### src/rtl/hamming_pkg.sv
// Hamming(12,8) constants, payload types and the syndrome/extract helpers.
// The receive decoder and the link's encoder side both use this package.
package hamming_pkg;

  localparam int unsigned DATA_W = 8;
  localparam int unsigned CW_W   = 12;
  localparam int unsigned SYN_W  = 4;

  // Coverage mask of each parity bit (parity positions 1, 2, 4, 8); bit i is position i+1.
  localparam logic [CW_W-1:0] P1_MASK = 12'h555;
  localparam logic [CW_W-1:0] P2_MASK = 12'h666;
  localparam logic [CW_W-1:0] P4_MASK = 12'h878;
  localparam logic [CW_W-1:0] P8_MASK = 12'hF80;

  // Codeword position (1-based) holding each data bit.
  localparam int unsigned D0_POS = 3;
  localparam int unsigned D1_POS = 5;
  localparam int unsigned D2_POS = 6;
  localparam int unsigned D3_POS = 7;
  localparam int unsigned D4_POS = 9;
  localparam int unsigned D5_POS = 10;
  localparam int unsigned D6_POS = 11;
  localparam int unsigned D7_POS = 12;

  typedef enum logic {
    ST_IDLE  = 1'b0,
    ST_SHIFT = 1'b1
  } rx_state_e;

  typedef struct packed {
    logic [DATA_W-1:0] data;
    logic              corr;
    logic              uncorr;
  } dec_res_t;

  // XOR of the positions of all set bits, one parity group per syndrome bit.
  function automatic logic [SYN_W-1:0] calc_syndrome(input logic [CW_W-1:0] cw);
    return {^(cw & P8_MASK), ^(cw & P4_MASK), ^(cw & P2_MASK), ^(cw & P1_MASK)};
  endfunction

  function automatic logic [DATA_W-1:0] extract_data(input logic [CW_W-1:0] cw);
    return {cw[D7_POS-1], cw[D6_POS-1], cw[D5_POS-1], cw[D4_POS-1],
            cw[D3_POS-1], cw[D2_POS-1], cw[D1_POS-1], cw[D0_POS-1]};
  endfunction

endpackage

### src/rtl/hamming_syndrome.sv
// Combinational Hamming(12,8) syndrome and single-bit correction.
// A syndrome of 13..15 points outside the codeword, so the data is passed through as received.
module hamming_syndrome
  import hamming_pkg::*;
(
  input  logic [CW_W-1:0]   cw_i,
  output logic [SYN_W-1:0]  syn_o,
  output logic [DATA_W-1:0] data_o
);

  logic [SYN_W-1:0] syn;
  logic [CW_W-1:0]  fixed;

  always_comb begin
    syn   = calc_syndrome(cw_i);
    fixed = cw_i;
    if ((syn != '0) && (syn <= SYN_W'(CW_W))) begin
      fixed = cw_i ^ (CW_W'(1) << (syn - SYN_W'(1)));
    end
    syn_o  = syn;
    data_o = extract_data(fixed);
  end

endmodule

### src/rtl/hamming_stream_decoder.sv
// Serial Hamming(12,8) receiver: deserialize, correct, deliver bytes on valid/ready.
// Optional corrected-error counter on err_cnt when HAMMING_ERR_CNT_EN is defined.
module hamming_stream_decoder
  import hamming_pkg::*;
#(
  parameter int unsigned CNT_W = 16
) (
  input  logic              clk,
  input  logic              rst,
  input  logic              bit_in,
  input  logic              bit_valid,
  input  logic              sof,
  output logic [DATA_W-1:0] q,
  output logic              q_valid,
  input  logic              q_ready,
  output logic              err_corr,
  output logic              err_uncorr,
  output logic              overflow
`ifdef HAMMING_ERR_CNT_EN
  ,
  output logic [CNT_W-1:0]  err_cnt
`endif
);

  localparam int unsigned CNT_BITS       = 4;
  localparam logic [CNT_BITS-1:0] LAST_CNT = CNT_BITS'(CW_W - 1);

  rx_state_e           state_q, state_d;
  logic [CNT_BITS-1:0] cnt_q;
  logic [CW_W-1:0]     sr_q;
  logic [CW_W-1:0]     cw_q;
  logic                decode_pend_q;
  logic                start_c, shift_c, done_c;

  logic [SYN_W-1:0]    syn_c;
  logic [DATA_W-1:0]   dec_data_c;
  dec_res_t            res_q;
  logic                res_valid_q;

  dec_res_t            out_q;
  logic                q_valid_q;
  logic                overflow_q;
  logic                load_c, drop_c;

  always_ff @(posedge clk or posedge rst) begin
    if (rst) begin
      state_q <= ST_IDLE;
    end else begin
      state_q <= state_d;
    end
  end

  always_comb begin
    state_d = state_q;
    case (state_q)
      ST_IDLE: begin
        if (bit_valid && sof) state_d = ST_SHIFT;
      end
      ST_SHIFT: begin
        if (bit_valid && !sof && (cnt_q == LAST_CNT)) state_d = ST_IDLE;
      end
      default: state_d = ST_IDLE;
    endcase
  end

  // sof always restarts a frame, even mid-codeword.
  always_comb begin
    start_c = 1'b0;
    shift_c = 1'b0;
    done_c  = 1'b0;
    case (state_q)
      ST_IDLE: begin
        start_c = bit_valid && sof;
      end
      ST_SHIFT: begin
        start_c = bit_valid && sof;
        shift_c = bit_valid && !sof;
        done_c  = bit_valid && !sof && (cnt_q == LAST_CNT);
      end
      default: ;
    endcase
  end

  always_ff @(posedge clk or posedge rst) begin
    if (rst) begin
      cnt_q         <= '0;
      sr_q          <= '0;
      cw_q          <= '0;
      decode_pend_q <= 1'b0;
    end else begin
      decode_pend_q <= done_c;
      if (start_c) begin
        sr_q  <= CW_W'(bit_in);
        cnt_q <= CNT_BITS'(1);
      end else if (shift_c) begin
        sr_q[cnt_q] <= bit_in;
        if (done_c) begin
          cnt_q <= '0;
          cw_q  <= {bit_in, sr_q[CW_W-2:0]};
        end else begin
          cnt_q <= cnt_q + CNT_BITS'(1);
        end
      end
    end
  end

  hamming_syndrome u_syndrome (
    .cw_i   (cw_q),
    .syn_o  (syn_c),
    .data_o (dec_data_c)
  );

  always_ff @(posedge clk or posedge rst) begin
    if (rst) begin
      res_q       <= '0;
      res_valid_q <= 1'b0;
    end else begin
      res_valid_q <= decode_pend_q;
      if (decode_pend_q) begin
        res_q <= '{data:   dec_data_c,
                   corr:   (syn_c != '0) && (syn_c <= SYN_W'(CW_W)),
                   uncorr: (syn_c > SYN_W'(CW_W))};
      end
    end
  end

  // A result arriving while the previous byte is still held is lost.
  assign load_c = res_valid_q && (!q_valid_q || q_ready);
  assign drop_c = res_valid_q && q_valid_q && !q_ready;

  always_ff @(posedge clk or posedge rst) begin
    if (rst) begin
      out_q      <= '0;
      q_valid_q  <= 1'b0;
      overflow_q <= 1'b0;
    end else begin
      if (load_c) begin
        out_q     <= res_q;
        q_valid_q <= 1'b1;
      end else if (q_valid_q && q_ready) begin
        q_valid_q <= 1'b0;
      end
      if (drop_c) overflow_q <= 1'b1;
    end
  end

  assign q          = out_q.data;
  assign err_corr   = out_q.corr;
  assign err_uncorr = out_q.uncorr;
  assign q_valid    = q_valid_q;
  assign overflow   = overflow_q;

`ifdef HAMMING_ERR_CNT_EN
  logic [CNT_W-1:0] err_cnt_q;

  always_ff @(posedge clk or posedge rst) begin
    if (rst) begin
      err_cnt_q <= '0;
    end else if (load_c && res_q.corr && (err_cnt_q != '1)) begin
      err_cnt_q <= err_cnt_q + CNT_W'(1);
    end
  end

  assign err_cnt = err_cnt_q;
`endif

endmodule
### config.mk
export PLATFORM = sky130hd
export DESIGN_NAME = hamming_stream_decoder
export DESIGN_NICKNAME = d
export VERILOG_FILES = /design/src/rtl/hamming_pkg.sv /design/src/rtl/hamming_syndrome.sv /design/src/rtl/hamming_stream_decoder.sv
export SDC_FILE = /design/constraint.sdc
export NUM_CORES = 1
export LEC_CHECK = 0
export BUFFER_PORTS_ARGS = -buffer_cell sky130_fd_sc_hd__buf_2
export CAP_MARGIN = 25
export CORE_MARGIN = 2
export CORE_UTILIZATION = 46
export CTS_CLUSTER_DIAMETER = 50
export DETAILED_ROUTE_END_ITERATION = 7
export PLACE_DENSITY_LB_ADDON = 0.25
export SYNTH_ARGS = -nofsm -noshare
export SYNTH_HDL_FRONTEND = slang
export SYNTH_SLANG_ARGS = --single-unit
export TNS_END_PERCENT = 5
### constraint.sdc
create_clock -name clk -period 4.74 [get_ports clk]
set_input_delay 0.711 -clock clk [delete_from_list [all_inputs] [get_ports clk]]
set_output_delay 0.711 -clock clk [all_outputs]
set_load 0.01 [all_outputs]
==> metrics.yaml, run 1 <==
synth:
  synth_seq_cells: 52
  async_flop_share_pct: 100
  syn-num-nets: 230
  synth_top_cell_by_area: "dfrtp_1"
  synth.distinct_cells: 34
  synth-seq-area-share_pct: 52.2
  synth_edf_count: 0
  syn_area_um2: 2490
  synth.top_cell.area_share_pct: 52.2
  avgSynthCellArea_um2: 11.4
  yosys_warnings: 0
  syn_inst: 219
  ys.flop_type: "dfrtp_1"
  synth.area.top_cells: "dfrtp_1 52%, mux2_2 11%, nand2_1 4.1%, a21oi_1 3.2%, xor3_1 2.9%"
worst_setup_path:
  arrival_ns: 3.28
  critPathRequiredTime_ns: 4.96
  end_kind: "flop"
  slowest_delay_ns: 0.57
  cp-start-kind: "flop"
  crit_path_max_fanout: 8
  cpMaxStageDelayCell: "or4_4"
  cp_cell_sequence: "xnor3_1, xnor2_1, nor2_1, ha_1, or4_4, or3_1, a31oi_1"
  path_class: "reg2reg"
power:
  max-vdd-ir-drop_v: 0.000175
  clock_power_share_pct: 29.3
  power_density_nw_per_um2: 315
  p_seq_share_pct: 56.7
  p_leak_nw: 1.30
  p_comb_share_pct: 14.0
  switchingPower_mw: 0.227
  internal-power_mw: 0.639
  swShare_pct: 26.2
clock_network:
  cts_setup_buffers: 0
  ctsResizeCount: 0
  clk_latency_ns: 0.30
  cts_tree: "yes"
  clockBufferDepth: 2
  cts_hold_buffers: 0
  cts_made_buffers: 5
  root_buffer: "clkbuf_8"
  cts_htree_levels: 2
  cts.sinks: 52
  clk_pin_slew_ns: 0.09
routing:
  dr.pass1.iters: 4
  ant_nets: 0
  routed_wl_um: 4190
  drtIter0Drc: 96
  vias: 1624
  wire_per_inst_um: 13.6
  drc_errors: 0
  drt-vias-per-instance: 5.27
die:
  initial_core_util_pct: 48.2
  dieArea_um2: 6030
  fp-row-count: 26
  die_h_um: 77.6
  core_um2: 5170
  dieWidth_um: 77.6
  io_pins: 18
place:
  dp.cells: 300
  gp_congestion: 0.819
  io_buffers: 17
  place_hpwl_um: 3030
grt:
  grt_max_degree: 29
  grt_overflow_total: 0
  antenna_found_initial: 0
  gr-usage-all-layers_pct: 16.1
  grt_pass1_wl_um: 7640
  grt_pass1_vias: 1621
finish:
  diodes: 0
  drive_gt1_share_pct: 21.0
  fillers: 464
  final_cells: 308
  fin_util_pct: 53.1
  finalNetCount: 248
  syn2layout_area_growth_pct: 10.2
job:
  max_cap_viol_count: 0
sta:
  slew_headroom_pct: 41.0
  finalClockSkew_ns: 0.00643
  rsz0062_at_grt: "no"
  worstMarginPinSlew_ns: 0.884
  fin_crit_ns: 3.06
  max_freq_ghz: 0.327
  fin_setup_tns_ns: 0
  final-hold-violation-count: 0
  fin_crit_sh_pct: 64.5
  final-setup-viol-count: 0
  finalMaxSlewViolations: 0
hold_path:
  hold_class: "in2async"
status:
  status: "finished, final reports clean"
==> cell type report <==
cell class	count	area, µm²	area share, %
flip-flops and latches	52	1300	47.3
multi-input cells	154	1140	41.6
repair buffers	18	105	3.82
clock buffers	8	90.1	3.28
well taps	70	87.6	3.19
inverters	6	22.5	0.819
==> cells by family (layout without fill, tap and decap cells) <==
family                   Yosys count  in the layout  synth area share (%)
AO/OA/AOI/OAI                     33             33                  8.02
XOR/XNOR                          21             21                  10.8
adder cells (fa/ha/maj)            5              5                  2.51
buffers and inverters             13             32                  2.06
flip-flops                        52             52                  52.2
multiplexers                      24             24                  10.8
AND/OR/NAND/NOR                   71             71                  13.6
==> cell usage after synthesis, types with 2 or more instances <==
cell and count:
a21oi_1 16, a22o_1 2, a31oi_1 3, buf_2 2
clkbuf_1 4, dfrtp_1 52, ha_1 5, inv_1 6
mux2_2 24, nand2_1 27, nand2b_1 3, nand3_1 12
nand4_1 4, nor2_1 12, nor3_1 3, nor3b_1 2
nor4_1 2, o21ai_0 4, o21bai_1 2, o31ai_1 2
or3_1 2, xnor2_1 8, xnor3_1 3, xor2_1 7
xor3_1 3
==> worst paths after layout <==
check | startpoint | to | slack (ns) | cells after the start
worst max-delay path | cw_q[2] | res_q[8] | 1.68 | 7
worst min-delay path | rst | cnt_q[2] | 0.44 | 2
worst max register to register | cw_q[2] | res_q[8] | 1.68 | 7
worst min register to register | res_valid_q | q_valid | 0.47 | 2
max in group asynchronous | rst | res_q[7] | 3.76 | 3
min in group clk | res_valid_q | q_valid | 0.47 | 2
==> power groups by stage <==
stage / sequential (mW) / clock (mW) / combinational (mW)
2_1_floorplan: 0.493 / 0 / 0.0961
3_3_place_gp: 0.499 / 0 / 0.119
3_5_place_dp: 0.500 / 0 / 0.123
4_1_cts: 0.491 / 0.265 / 0.124
5_1_grt: 0.496 / 0.284 / 0.142
6_report: 0.491 / 0.254 / 0.121
==> state kept, by name (all words and copies together), names as in the netlist <==
signal	count
cnt_q	4
state_q	1
err_uncorr	1
err_corr	1
sr_q	11
res_valid_q	1
q_valid	1
res_q	10
q	8
cw_q	12
decode_pend_q	1
overflow	1
==> metal layers <==
metal  track usage [%]  part of all wire, %
met1              21.8                   48
met2              25.1                   48
met3              4.19                  3.7
met4              5.36                  1.1
met5                 0                    0
==> cell usage in the layout, fill, tap and decap left out, drive strengths merged, types with 2 or more instances in the layout <==
master   n
xor2     7
o21ai    4
a21oi   16
or4      2
clkbuf   8
a22o     2
xnor2    8
dfrtp   52
inv      6
buf     18
nand2b   3
mux2    24
nand4    4
nor4     2
nor2    12
nor3     3
o21bai   2
nand2   27
nor3b    2
ha       5
or3      2
o31ai    2
xor3     3
nand3   12
xnor3    3
a31oi    3
==> per-stage QoR <==
step	hold WS [ns]	area, µm²	setup WS, ns	power, mW
after floorplan	0.352	2490	1.91	0.589
after global placement	0.450	2640	1.80	0.618
after detailed placement	0.457	2660	1.73	0.623
after CTS	0.459	2750	1.69	0.879
after global routing	0.484	2750	1.57	0.922
final	0.443	2750	1.68	0.866
==> critical path, delay by kind of cell (launching register included) <==
| kind | cells | cell delay, ns |
|---|---|---|
| xor gates and xnor gates | 2 | 0.97 |
| adders and majority gates | 1 | 0.41 |
| and+or+nand+nor | 3 | 1.02 |
| AOI/OAI and AO/OA | 1 | 0.16 |
| DFF | 1 | 0.42 |
Power figures use the tool's default switching activity.
==> inputs of run 2 (changes only) <==
==> constraint.sdc (replaced) <==
create_clock -name clk -period 3 [get_ports clk]
set_input_delay 0.45 -clock clk [delete_from_list [all_inputs] [get_ports clk]]
set_output_delay 0.45 -clock clk [all_outputs]
set_load 0.01 [all_outputs]
==> run 2 against run 1 <==
Count of clock-buffer cells in the layout shrank 1. Clock skew shrank 0.0017 ns. Wire length is essentially flat. Critical path depth did not move. Non-clock buffer count increased by 5. Clock power up 61%. Sequential share of layout area shrank 0.49 points. First-iteration DRC count down 22%. Critical path type unchanged. Design area grew 1.0%. Maximum frequency grew 5.1%. Combinational power grew 64%. Sequential power up 58%.
==> metrics.yaml, run 2 (synthesized netlist as in run 1, its figures left out) <==
routing:
  ant_nets: 0  # unchanged
  drt-vias-per-instance: 5.28  # was 5.27
  vias: 1654  # was 1,624
  routed_wl_um: 4190  # about the same
  drtIter0Drc: 75  # was 96
  dr.pass1.iters: 5  # was 4
  drc_errors: 0  # unchanged
  wire_per_inst_um: 13.4  # was 13.6 µm
worst_setup_path:
  slowest_delay_ns: 0.58  # was 0.57 ns
  reg2reg_from: "cw_q[8]"  # was cw_q[2]
  critPathRequiredTime_ns: 3.24  # was 4.96 ns
  r2r-end: "res_q[8]"  # unchanged
  rr_worst_depth: 7  # unchanged
  cp-start-kind: "flop"  # unchanged
  crit_family: "simple AND/OR/NAND/NOR gates"  # unchanged
  end_kind: "flop"  # unchanged
  cp_cell_sequence: "xnor2_1, xnor3_1, nor2_1, ha_1, or4_4, or3_1, a31oi_1"  # was xnor3_1, xnor2_1, nor2_1, ha_1, or4_4, or3_1, a31oi_1
  rrSetupSlack_ns: 0.09  # was 1.68 ns
  path_class: "reg2reg"  # unchanged
  arrival_ns: 3.14  # was 3.28 ns
  cpMaxStageDelayCell: "or4_4"  # unchanged
  path_buf_inv: 0  # unchanged
  crit_path_max_fanout: 7  # was 8
hold_path:
  hold_class: "in2async"  # unchanged
grt:
  gr-usage-all-layers_pct: 15.4  # was 16.1%
  grt_pass1_wl_um: 7350  # was 7640 µm
  grt_overflow_total: 0  # unchanged
  grt_pass1_vias: 1598  # was 1,621
  grt_max_degree: 33  # was 29
  antenna_found_initial: 0  # unchanged
sta:
  finalClockSkew_ns: 0.00469  # was 0.00643 ns
  fin_crit_ns: 2.91  # was 3.06 ns
  finalMaxSlewViolations: 0  # unchanged
  fin_setup_tns_ns: 0  # unchanged
  fin_crit_sh_pct: 97.0  # was 64.5%
  slew_headroom_pct: 43.6  # was 41.0%
  final-hold-violation-count: 0  # unchanged
  final-setup-viol-count: 0  # unchanged
  worstMarginPinSlew_ns: 0.845  # was 0.884 ns
  rsz0062_at_grt: "no"  # unchanged
  max_freq_ghz: 0.344  # was 0.327 GHz
clock_network:
  root_buffer: "clkbuf_8"  # unchanged
  clk_pin_slew_ns: 0.09  # about the same
  clockBufferDepth: 2  # unchanged
  cts_htree_levels: 2  # unchanged
  cts.sinks: 52  # unchanged
  cts_made_buffers: 5  # unchanged
  clk_latency_ns: 0.31  # was 0.30 ns
  cts_tree: "yes"  # unchanged
  cts_hold_buffers: 0  # unchanged
  cts_setup_buffers: 0  # unchanged
  ctsResizeCount: 0  # unchanged
status:
  status: "finished, final reports clean"  # unchanged
die:
  dieWidth_um: 77.6  # unchanged
  initial_core_util_pct: 48.2  # unchanged
  io_pins: 18  # unchanged
  die_h_um: 77.6  # unchanged
  core_um2: 5170  # unchanged
  fp-row-count: 26  # unchanged
  dieArea_um2: 6030  # unchanged
place:
  gp_congestion: 0.878  # was 0.819
  io_buffers: 17  # unchanged
  dp.cells: 305  # was 300
  place_hpwl_um: 3070  # was 3030 µm
power:
  max-vdd-ir-drop_v: 0.000239  # was 0.000175 V
  p_leak_nw: 1.32  # was 1.30 nW
  power_density_nw_per_um2: 498  # was 315 nW/µm²
finish:
  top_register: "cw_q"  # unchanged
  final_cells: 313  # was 308
  syn2layout_area_growth_pct: 11.3  # was 10.2%
  fillers: 460  # was 464
  finalNetCount: 253  # was 248
  largest_register_ffs: 12  # unchanged
  layout_common_cells: "52 x dfrtp_1, 27 x nand2_1, 24 x mux2_2, 17 x buf_2, 16 x a21oi_1"  # unchanged
  mostFrequentLayoutCell: "dfrtp_1"  # unchanged
  diodes: 0  # unchanged
  largest_registers: "cw_q x12, sr_q x11, res_q x10"  # unchanged
  drive_gt1_share_pct: 23.0  # was 21.0%
job:
  max_cap_viol_count: 0  # unchanged
## run 2: layer usage
layer  GRT usage (%)  share of wire, %  wire, µm
met1            19.6                45      1910
met2            25.8                49      2070
met3            3.49               3.4       144
met4            5.36               1.7        72
met5               0                 0         0
## run 2: final cells by class
class / count / area (µm²) / share of cell area [%]
multi-input cells: 154 / 1140 / 41.1
repair buffers: 23 / 130 / 4.68
well taps: 70 / 87.6 / 3.15
clock inverters: 1 / 7.51 / 0.270
flip-flops and latches: 52 / 1300 / 46.8
clock buffers: 7 / 86.3 / 3.11
inverters: 6 / 22.5 / 0.811
## run 2: worst reg2reg max path, cell delays in order (launching register included)
cell and delay (ns):
dfrtp_1 0.45, xnor2_1 0.35, xnor3_1 0.47, nor2_1 0.18
ha_1 0.32, or4_4 0.58, or3_1 0.32, a31oi_1 0.16
## run 2: worst max-delay path by stage
stage | start | endpoint | slack, ns | cells past startpoint
2_1_floorplan | cw_q[6] | res_q[8] | 0.17 | 8
3_3_place_gp | cw_q[8] | res_q[8] | 0.26 | 7
3_5_place_dp | cw_q[8] | res_q[8] | 0.15 | 7
4_1_cts | cw_q[8] | res_q[8] | 0.10 | 7
5_1_grt | cw_q[8] | res_q[8] | 0.0009 | 7
6_report | cw_q[8] | res_q[8] | 0.09 | 7
## run 2: report_power, final
group | switching [mW] | internal [mW]
Clock | 0.223 | 0.188
Sequential | 0.0324 | 0.742
Combinational | 0.115 | 0.0831
Total | 0.370 | 1.01
## run 2: metrics by stage
| step | total power [mW] | worst slack (ns) | utilization, % | hold slack (ns) | cell area [µm²] |
|---|---|---|---|---|---|
| 2_1_floorplan | 0.931 | 0.172 | - | 0.352 | 2490 |
| 3_3_place_gp | 0.986 | 0.258 | 51.9 | 0.449 | 2680 |
| 3_5_place_dp | 0.989 | 0.146 | 51.9 | 0.461 | 2680 |
| 4_1_cts | 1.40 | 0.103 | 53.7 | 0.133 | 2780 |
| 5_1_grt | 1.46 | 0.000919 | 53.7 | 0.157 | 2780 |
| 6_report | 1.38 | 0.0908 | 53.7 | 0.120 | 2780 |
